$ cat src/rtl/crc_frame_gen.sv
// Appends a reflected CRC-32 beat to each AXI-Stream frame, behind a single output register stage.
// Optional build macro CRC_ERR_INJECT_EN adds err_inject, which flips bit 0 of the CRC beat.
module crc_frame_gen #(
    parameter int unsigned DATA_WIDTH = 32
) (
    input  logic                  axis_aclk,
    input  logic                  axis_areset,
    input  logic                  enable,
    input  logic [DATA_WIDTH-1:0] s_axis_tdata,
    input  logic                  s_axis_tvalid,
    input  logic                  s_axis_tlast,
    output logic                  s_axis_tready,
    output logic [DATA_WIDTH-1:0] m_axis_tdata,
    output logic                  m_axis_tvalid,
    output logic                  m_axis_tlast,
    input  logic                  m_axis_tready,
    output logic [31:0]           frame_count_out,
`ifdef CRC_ERR_INJECT_EN
    input  logic                  err_inject,
`endif
    output logic                  busy
);

    localparam logic [31:0] CrcInit     = 32'hFFFF_FFFF;
    localparam logic [31:0] CrcPolyRefl = 32'hEDB8_8320;

    typedef enum logic [1:0] {
        StIdle,
        StData,
        StCrc
    } state_e;

    state_e      state_q;
    logic [31:0] crc_q;
    logic [31:0] crc_next;
    logic [31:0] crc_beat;
    logic        out_free;
    logic        s_hs;

    // Reflected CRC: bit 0 of byte 0 enters first, which is LSB-first over the whole word.
    function automatic logic [31:0] crc32_word(input logic [31:0] crc, input logic [31:0] data);
        logic [31:0] c;
        c = crc;
        for (int i = 0; i < 32; i++) begin
            if (c[0] ^ data[i]) begin
                c = (c >> 1) ^ CrcPolyRefl;
            end else begin
                c = c >> 1;
            end
        end
        return c;
    endfunction

    assign out_free = !m_axis_tvalid || m_axis_tready;
    assign crc_next = crc32_word(crc_q, s_axis_tdata);

    // Reset term keeps tready low the instant reset is asserted, not only after an edge.
    assign s_axis_tready = !axis_areset && enable && (state_q != StCrc) && out_free;
    assign s_hs          = s_axis_tvalid && s_axis_tready;

`ifdef CRC_ERR_INJECT_EN
    assign crc_beat = ~crc_q ^ {31'd0, err_inject};
`else
    assign crc_beat = ~crc_q;
`endif

    assign busy = (state_q != StIdle) || (m_axis_tvalid && m_axis_tlast);

    always_ff @(posedge axis_aclk or posedge axis_areset) begin
        if (axis_areset) begin
            state_q         <= StIdle;
            crc_q           <= CrcInit;
            m_axis_tdata    <= '0;
            m_axis_tvalid   <= 1'b0;
            m_axis_tlast    <= 1'b0;
            frame_count_out <= '0;
        end else begin
            if (m_axis_tvalid && m_axis_tready && m_axis_tlast) begin
                frame_count_out <= frame_count_out + 32'd1;
            end

            unique case (state_q)
                StIdle, StData: begin
                    if (s_hs) begin
                        m_axis_tdata  <= s_axis_tdata;
                        m_axis_tvalid <= 1'b1;
                        m_axis_tlast  <= 1'b0;
                        crc_q         <= crc_next;
                        state_q       <= s_axis_tlast ? StCrc : StData;
                    end else if (m_axis_tready) begin
                        m_axis_tvalid <= 1'b0;
                        m_axis_tlast  <= 1'b0;
                    end
                end
                StCrc: begin
                    // Input is blocked here, so the register only ever drains or takes the CRC.
                    if (out_free) begin
                        m_axis_tdata  <= crc_beat;
                        m_axis_tvalid <= 1'b1;
                        m_axis_tlast  <= 1'b1;
                        crc_q         <= CrcInit;
                        state_q       <= StIdle;
                    end
                end
                default: begin
                    state_q <= StIdle;
                end
            endcase
        end
    end

endmodule
$ cat config.mk
export PLATFORM = sky130hd
export DESIGN_NAME = crc_frame_gen
export DESIGN_NICKNAME = d
export VERILOG_FILES = /design/src/rtl/crc_frame_gen.sv
export SDC_FILE = /design/constraint.sdc
export NUM_CORES = 1
export LEC_CHECK = 0
export ABC_AREA = 1
export BUFFER_PORTS_ARGS = -buffer_cell sky130_fd_sc_hd__buf_4
export CAP_MARGIN = 10
export CORE_MARGIN = 2
export CORE_UTILIZATION = 50
export CTS_BUF_LIST = sky130_fd_sc_hd__clkbuf_16
export DETAILED_ROUTE_END_ITERATION = 10
export GPL_ROUTABILITY_DRIVEN = 0
export HOLD_SLACK_MARGIN = 0.12
export PLACE_DENSITY = 0.7
export SKIP_CTS_REPAIR_TIMING = 1
export SKIP_LAST_GASP = 1
export SYNTH_ARGS = -nofsm -noshare
export SYNTH_HDL_FRONTEND = slang
export SYNTH_SLANG_ARGS = --single-unit
$ cat constraint.sdc
create_clock -name axis_aclk -period 3.8 [get_ports axis_aclk]
set_input_delay 0.19 -clock axis_aclk [delete_from_list [all_inputs] [get_ports axis_aclk]]
set_output_delay 0.19 -clock axis_aclk [all_outputs]
set_load 0.01 [all_outputs]
* Word level (Yosys, flattened, before mapping)
Cells that the tools add are included.
Widths: inputs -> output; s select.
** Storage, ports and cells
- Register bits after elaboration :: 100
** Operators by class
- Multiplexer cells :: 48
- $add $sub $neg :: 1
- Equal/unequal tests :: 6
- Reduce and logical (&&, ||, !) cells :: 18
- Bitwise logic cells :: 65
** Operators with widths (count)
- $mux 32 :: 36
- $not 13->14 :: 32
- $pmux 32 s2 :: 2
- $add 32x1->32 const B :: 1
- $not 32->32 :: 1
- $xor 1x1->1 :: 32
- $logic_and 1x1->1 :: 7
- $mux 2 :: 3
- $ne 2x2->1 const B :: 3
- $reduce_and 3->1 :: 2
- $mux 1 :: 4
- $pmux 1 s2 :: 2
- $pmux 2 s2 :: 1
- $reduce_bool 2->1 :: 2
- $ne 3x3->1 const B :: 1
- $eq 2x1->1 const B :: 1
- $eq 2x2->1 const B :: 1
- $logic_not 1->1 :: 2
- $logic_not 2->1 :: 1
- $logic_or 1x1->1 :: 2
- $reduce_and 2->1 :: 1
- $reduce_or 2->1 :: 1

* Logic depth before layout (Yosys ltp)
- Depth in word-level cells :: 66
- Depth in mapped cells :: 32
- Gate-level depth less buffers :: 31

* Worst setup path after synthesis
OpenSTA, ideal clock, no wires.
- Path kind :: input to register
- From :: in axis_areset
- To :: reg m_axis_tdata[10]
- Data arrival time :: 3.867 ns
- Data required time :: 3.718 ns
- Slack :: -0.149 ns
- Stages :: 11
- Cells stage by stage :: inv_1 > nand4_1 > inv_1 > nand2_1 > nor2_1 > inv_1 > a21oi_1 > clkbuf_1 > clkbuf_1 > nor2_1 > a31oi_1
** On the way
- Cells in the longest elaborated chain, start to end :: 7
** Ends and longest elaborated chain
- from (decl) :: line 7 : input logic axis_areset,
- $logic_not 1->1 (no source line)
- $logic_and 1x1->1 (3 in series) :: line 58 : assign s_axis_tready = !axis_areset && enable && (state_q != StCrc) && out_free;
- named net s_axis_tready :: line 12 : output logic s_axis_tready,
- $logic_and 1x1->1 :: line 59 : assign s_hs = s_axis_tvalid && s_axis_tready;
- $ne 2x2->1 (no source line)
- $reduce_and 3->1 (no source line)
- to (signal assigned) :: line 85 : m_axis_tdata <= s_axis_tdata;
- to (signal assigned) :: line 98 : m_axis_tdata <= crc_beat;
- to (decl) :: line 13 : output logic [DATA_WIDTH-1:0] m_axis_tdata,
The timed path passes the listed nets, and every way through them passes these cells.
A chain may end at the register's enable or synchronous reset.

* Final worst setup path
- From :: reg crc_q[4]
- To :: reg crc_q[19]
** On the way
- Cells in the longest elaborated chain, start to end :: 47
- Elaborated cells between the ends (all ways) :: 74
- Those cells by class :: mux: 34; bitwise: 40
** Ends and longest elaborated chain
- from (decl) :: line 34 : logic [31:0] crc_q;
- from (signal assigned) :: line 72 : crc_q <= CrcInit;
- from (signal assigned) :: line 88 : crc_q <= crc_next;
- from (signal assigned) :: line 101 : crc_q <= CrcInit;
- $mux 32 (*) (4 in series) :: line 45 : if (c[0] ^ data[i]) begin
- $xor 1x1->1 (*) :: line 45
- $mux 32 (*) (6 in series) :: line 45
- $xor 1x1->1, or another cell as far along :: line 45
- $mux 32 (*) (3 in series) :: line 45
- $not 13->14 (no source line), or another cell as far along
- $mux 32 (*) (6 in series) :: line 45
- $xor 1x1->1 or $mux 32 (tied branches) :: line 45
- [... 16 more ...]
- $not 13->14 (no source line)
- $mux 32 (*) :: line 45
- $not 13->14 (no source line)
- $mux 32 (*) :: line 45
- $not 13->14 (no source line)
- $mux 32 (*) :: line 45
- $mux 32 (*) :: line 84 : if (s_hs) begin
- $pmux 32 s2 (*) :: line 82 : unique case (state_q)
Every way passes the cells marked *; elsewhere a longest branch is shown, timed or not. The select of a mux whose other input is x is not followed.

==> results.yml <==
run_status:
  run_status: "finished, final reports clean"
critical_path:
  worstPathArrival_ps: 3860
  slowest_delay_ps: 600
  startpoint_type: "flop"
  slowest_stage: "dfstp_2"
  path_delay_family: "simple AND/OR/NAND/NOR gates"
  critPathKind: "reg2reg"
  worstPathRequired_ps: 4080
  critPathBufInv: 4
  crit_chain: "inv_2 > nand2_1 > nand2_1 > nand3_1 > nand2_1 > nand2_4 > nand2_8 > inv_4 > nand2_2 > nand2_2 > nand3_2 > nand2_2 > inv_2 > nand2_1 > nand2_1 > xnor2_1 > nand2_2 > nand2_2 > nand2_1 > nand3_1 > nand3_1 > nand2_1 > inv_1"
  cp_max_fo: 11
  cpMostUsedCell: "nand2_1"
  endpoint_kind: "flop"
detailed_routing:
  met1_length_mm: 14.2
  remaining_drc_errors: 0
  viasPerCell: 5.36
  dr.max_layer_used: "met4"
  first_pass_iters: 5
  post_drt_wl_per_cell_um: 16.9
  wl_met2_mm: 13.2
  final_antenna_net_count: 0
  drtIter0Drc: 994
  vias: 10100
  totalWireLength_mm: 31.8
  route.met3.wl_mm: 2.95
place:
  dp_cells: 1871
  io_buffers: 105
  dpl-instance-area_um2: 11200
  hpwl_mm: 25.7
final_layout:
  fin_cells: 1887
  final_nets: 1656
  diodes: 0
  drive_gt1_share_pct: 23.7
  final_util_pct: 58.6
  design_area_um2: 11500
  area_growth_pct: 14.3
die:
  core_area_um2: 19600
  ios: 106
  row_count: 51
  start_util_pct: 51.3
  die_width_um: 146
  die_y_um: 146
  dieArea_um2: 21200
clock_tree:
  cts_tree: "done"
  cts_root_buf: "clkbuf_16"
  clock_latency_ps: 350
  clockBufferDepth: 2
  clk_pin_slew_ps: 80
  cts_max_level: 3
  cts-buffers-inserted: 9
  numClockSinks: 100
synth:
  synthXorXnorAreaFrac_pct: 12.9
  synth_cell_types: 41
  syn-mean-instance-area_um2: 6.64
  yosys.area_share.simple_pct: 49.6
  synthArstFlopShare_pct: 100
  synth_fa_ha_area_share_pct: 0.125
  synthMuxAreaShare_pct: 0
  ys_ff_latch: 100
  yosys_warnings: 0
  synth_top_area_cell: "nand2_1"
  synth_nets: 1551
  synth_top_area_share_pct: 21.4
  synthesis.area_um2: 10000
  synth_compound_gate_area_share_pct: 4.06
  synthFlopType: "dfrtp_1"
  syn_inst: 1512
  yosysSeqAreaShare_pct: 25.3
  synth_top_family_by_area: "simple AND/OR/NAND/NOR gates"
  yosys-top-cells-area: "nand2_1 (21%), dfrtp_1 (17%), dfstp_2 (8.4%)"
  synth_edf_count: 0
sta:
  timing.fmax_mhz: 279
  final.min_clock_period_ps: 3580
  setup_viol: 0
  clock_skew_ps: 11.5
  slew_violations: 0
  tightest_slew_ps: 1080
  finalSetupTns_ps: 0
  fin_crit_sh_pct: 94.2
  hold_violations: 0
  rsz0062_at_grt: "yes"
  slew_headroom_pct: 28.1
global_route:
  grt_pass1_vias: 9184
  antenna_found_initial: 0
  grt_max_degree: 74
  grt_pass1_wl_mm: 49.8
  grt_usage_pct: 29.8
  gr-total-overflow: 0
worst_hold_path:
  min_path_type: "in2reg"
run:
  drv_cap: 0
==> layout by cell type, fill, tap and decap left out, types with 2 or more instances in the layout <==
master	instances
nand2_1	571
nand3_1	161
inv_1	149
buf_4	118
xor2_1	95
nand2_2	88
dfrtp_1	68
nor2_1	51
nand2_4	49
xnor2_1	38
dfstp_2	32
inv_2	25
a31oi_1	25
o21ai_0	18
nand3_2	17
nand4_1	12
nand3_4	11
o21ai_1	9
a21oi_1	9
clkbuf_16	9
o22ai_1	7
nand2_8	6
or2_1	6
or2_2	5
nor4_1	5
nand3b_1	4
xor2_2	4
nor3_1	4
inv_4	3
nor2_4	3
xnor2_2	3
inv_8	3
clkinv_4	3
a22oi_1	2
==> state kept, by name, summed over array words and instances (netlist names) <==
signal,flops
crc_q,32
frame_count_out,32
m_axis_tdata,32
m_axis_tlast,1
m_axis_tvalid,1
state_q,2
==> tightest hold or removal path: cells and delay by family <==
family	cells	cell delay, ps
AND/OR/NAND/NOR	1	60
AO/OA/AOI/OAI	1	70
buffers and inverters	1	120
==> cells in the mapped netlist (all sizes together), types with 11 or more instances <==
cell type  number
nand2         714
nand3         189
inv           178
xor2           99
dfrtp          68
nor2           55
xnor2          42
dfstp          32
o21ai          27
a31oi          25
clkbuf         17
nand4          12
or2            11
==> final cells by class <==
class / count / area, um2
clock buffer: 9 / 225
tap: 265 / 332
inverter: 178 / 679
fill: 1881 / 8110
clock inverter: 7 / 76.3
timing repair buffer: 118 / 886
multi-input combinational: 1210 / 6740
sequential: 100 / 2540
==> path summary, 6_finish.rpt <==
path                                           from  cells past startpoint             endpoint  slack [ps]
worst min register to register  frame_count_out[31]                      1  frame_count_out[31]         480
worst min-delay path               s_axis_tdata[13]                      3     m_axis_tdata[13]         120
worst max register to register             crc_q[4]                     23            crc_q[19]         220
worst max-delay path                       crc_q[4]                     23            crc_q[19]         220
max in group asynchronous               axis_areset                      4  frame_count_out[31]        2520
min in group asynchronous               axis_areset                      3   frame_count_out[7]         160
==> metal layers <==
layer,GRT usage [%],up-vias
met2,43.8,449
met5,0,-
met4,13.6,0
li1,-,4934
met3,4.23,89
met1,43.2,4637
==> cells by family after synthesis <==
logic type / after synthesis
simple gates: 996
fa+ha+maj: 1
flops: 100
buf+inv: 202
xor+xnor: 141
compound gates: 72
==> stage by stage <==
stage	setup WS, ps	hold WS, ps
2_1_floorplan	730	346
3_3_place_gp	274	468
3_5_place_dp	210	480
4_1_cts	203	108
5_1_grt	-1.03	121
6_report	222	119
Power is left out: the tool's default activity adds up to more than one toggle a clock period on the data nets, which glitch-free logic cannot reach.
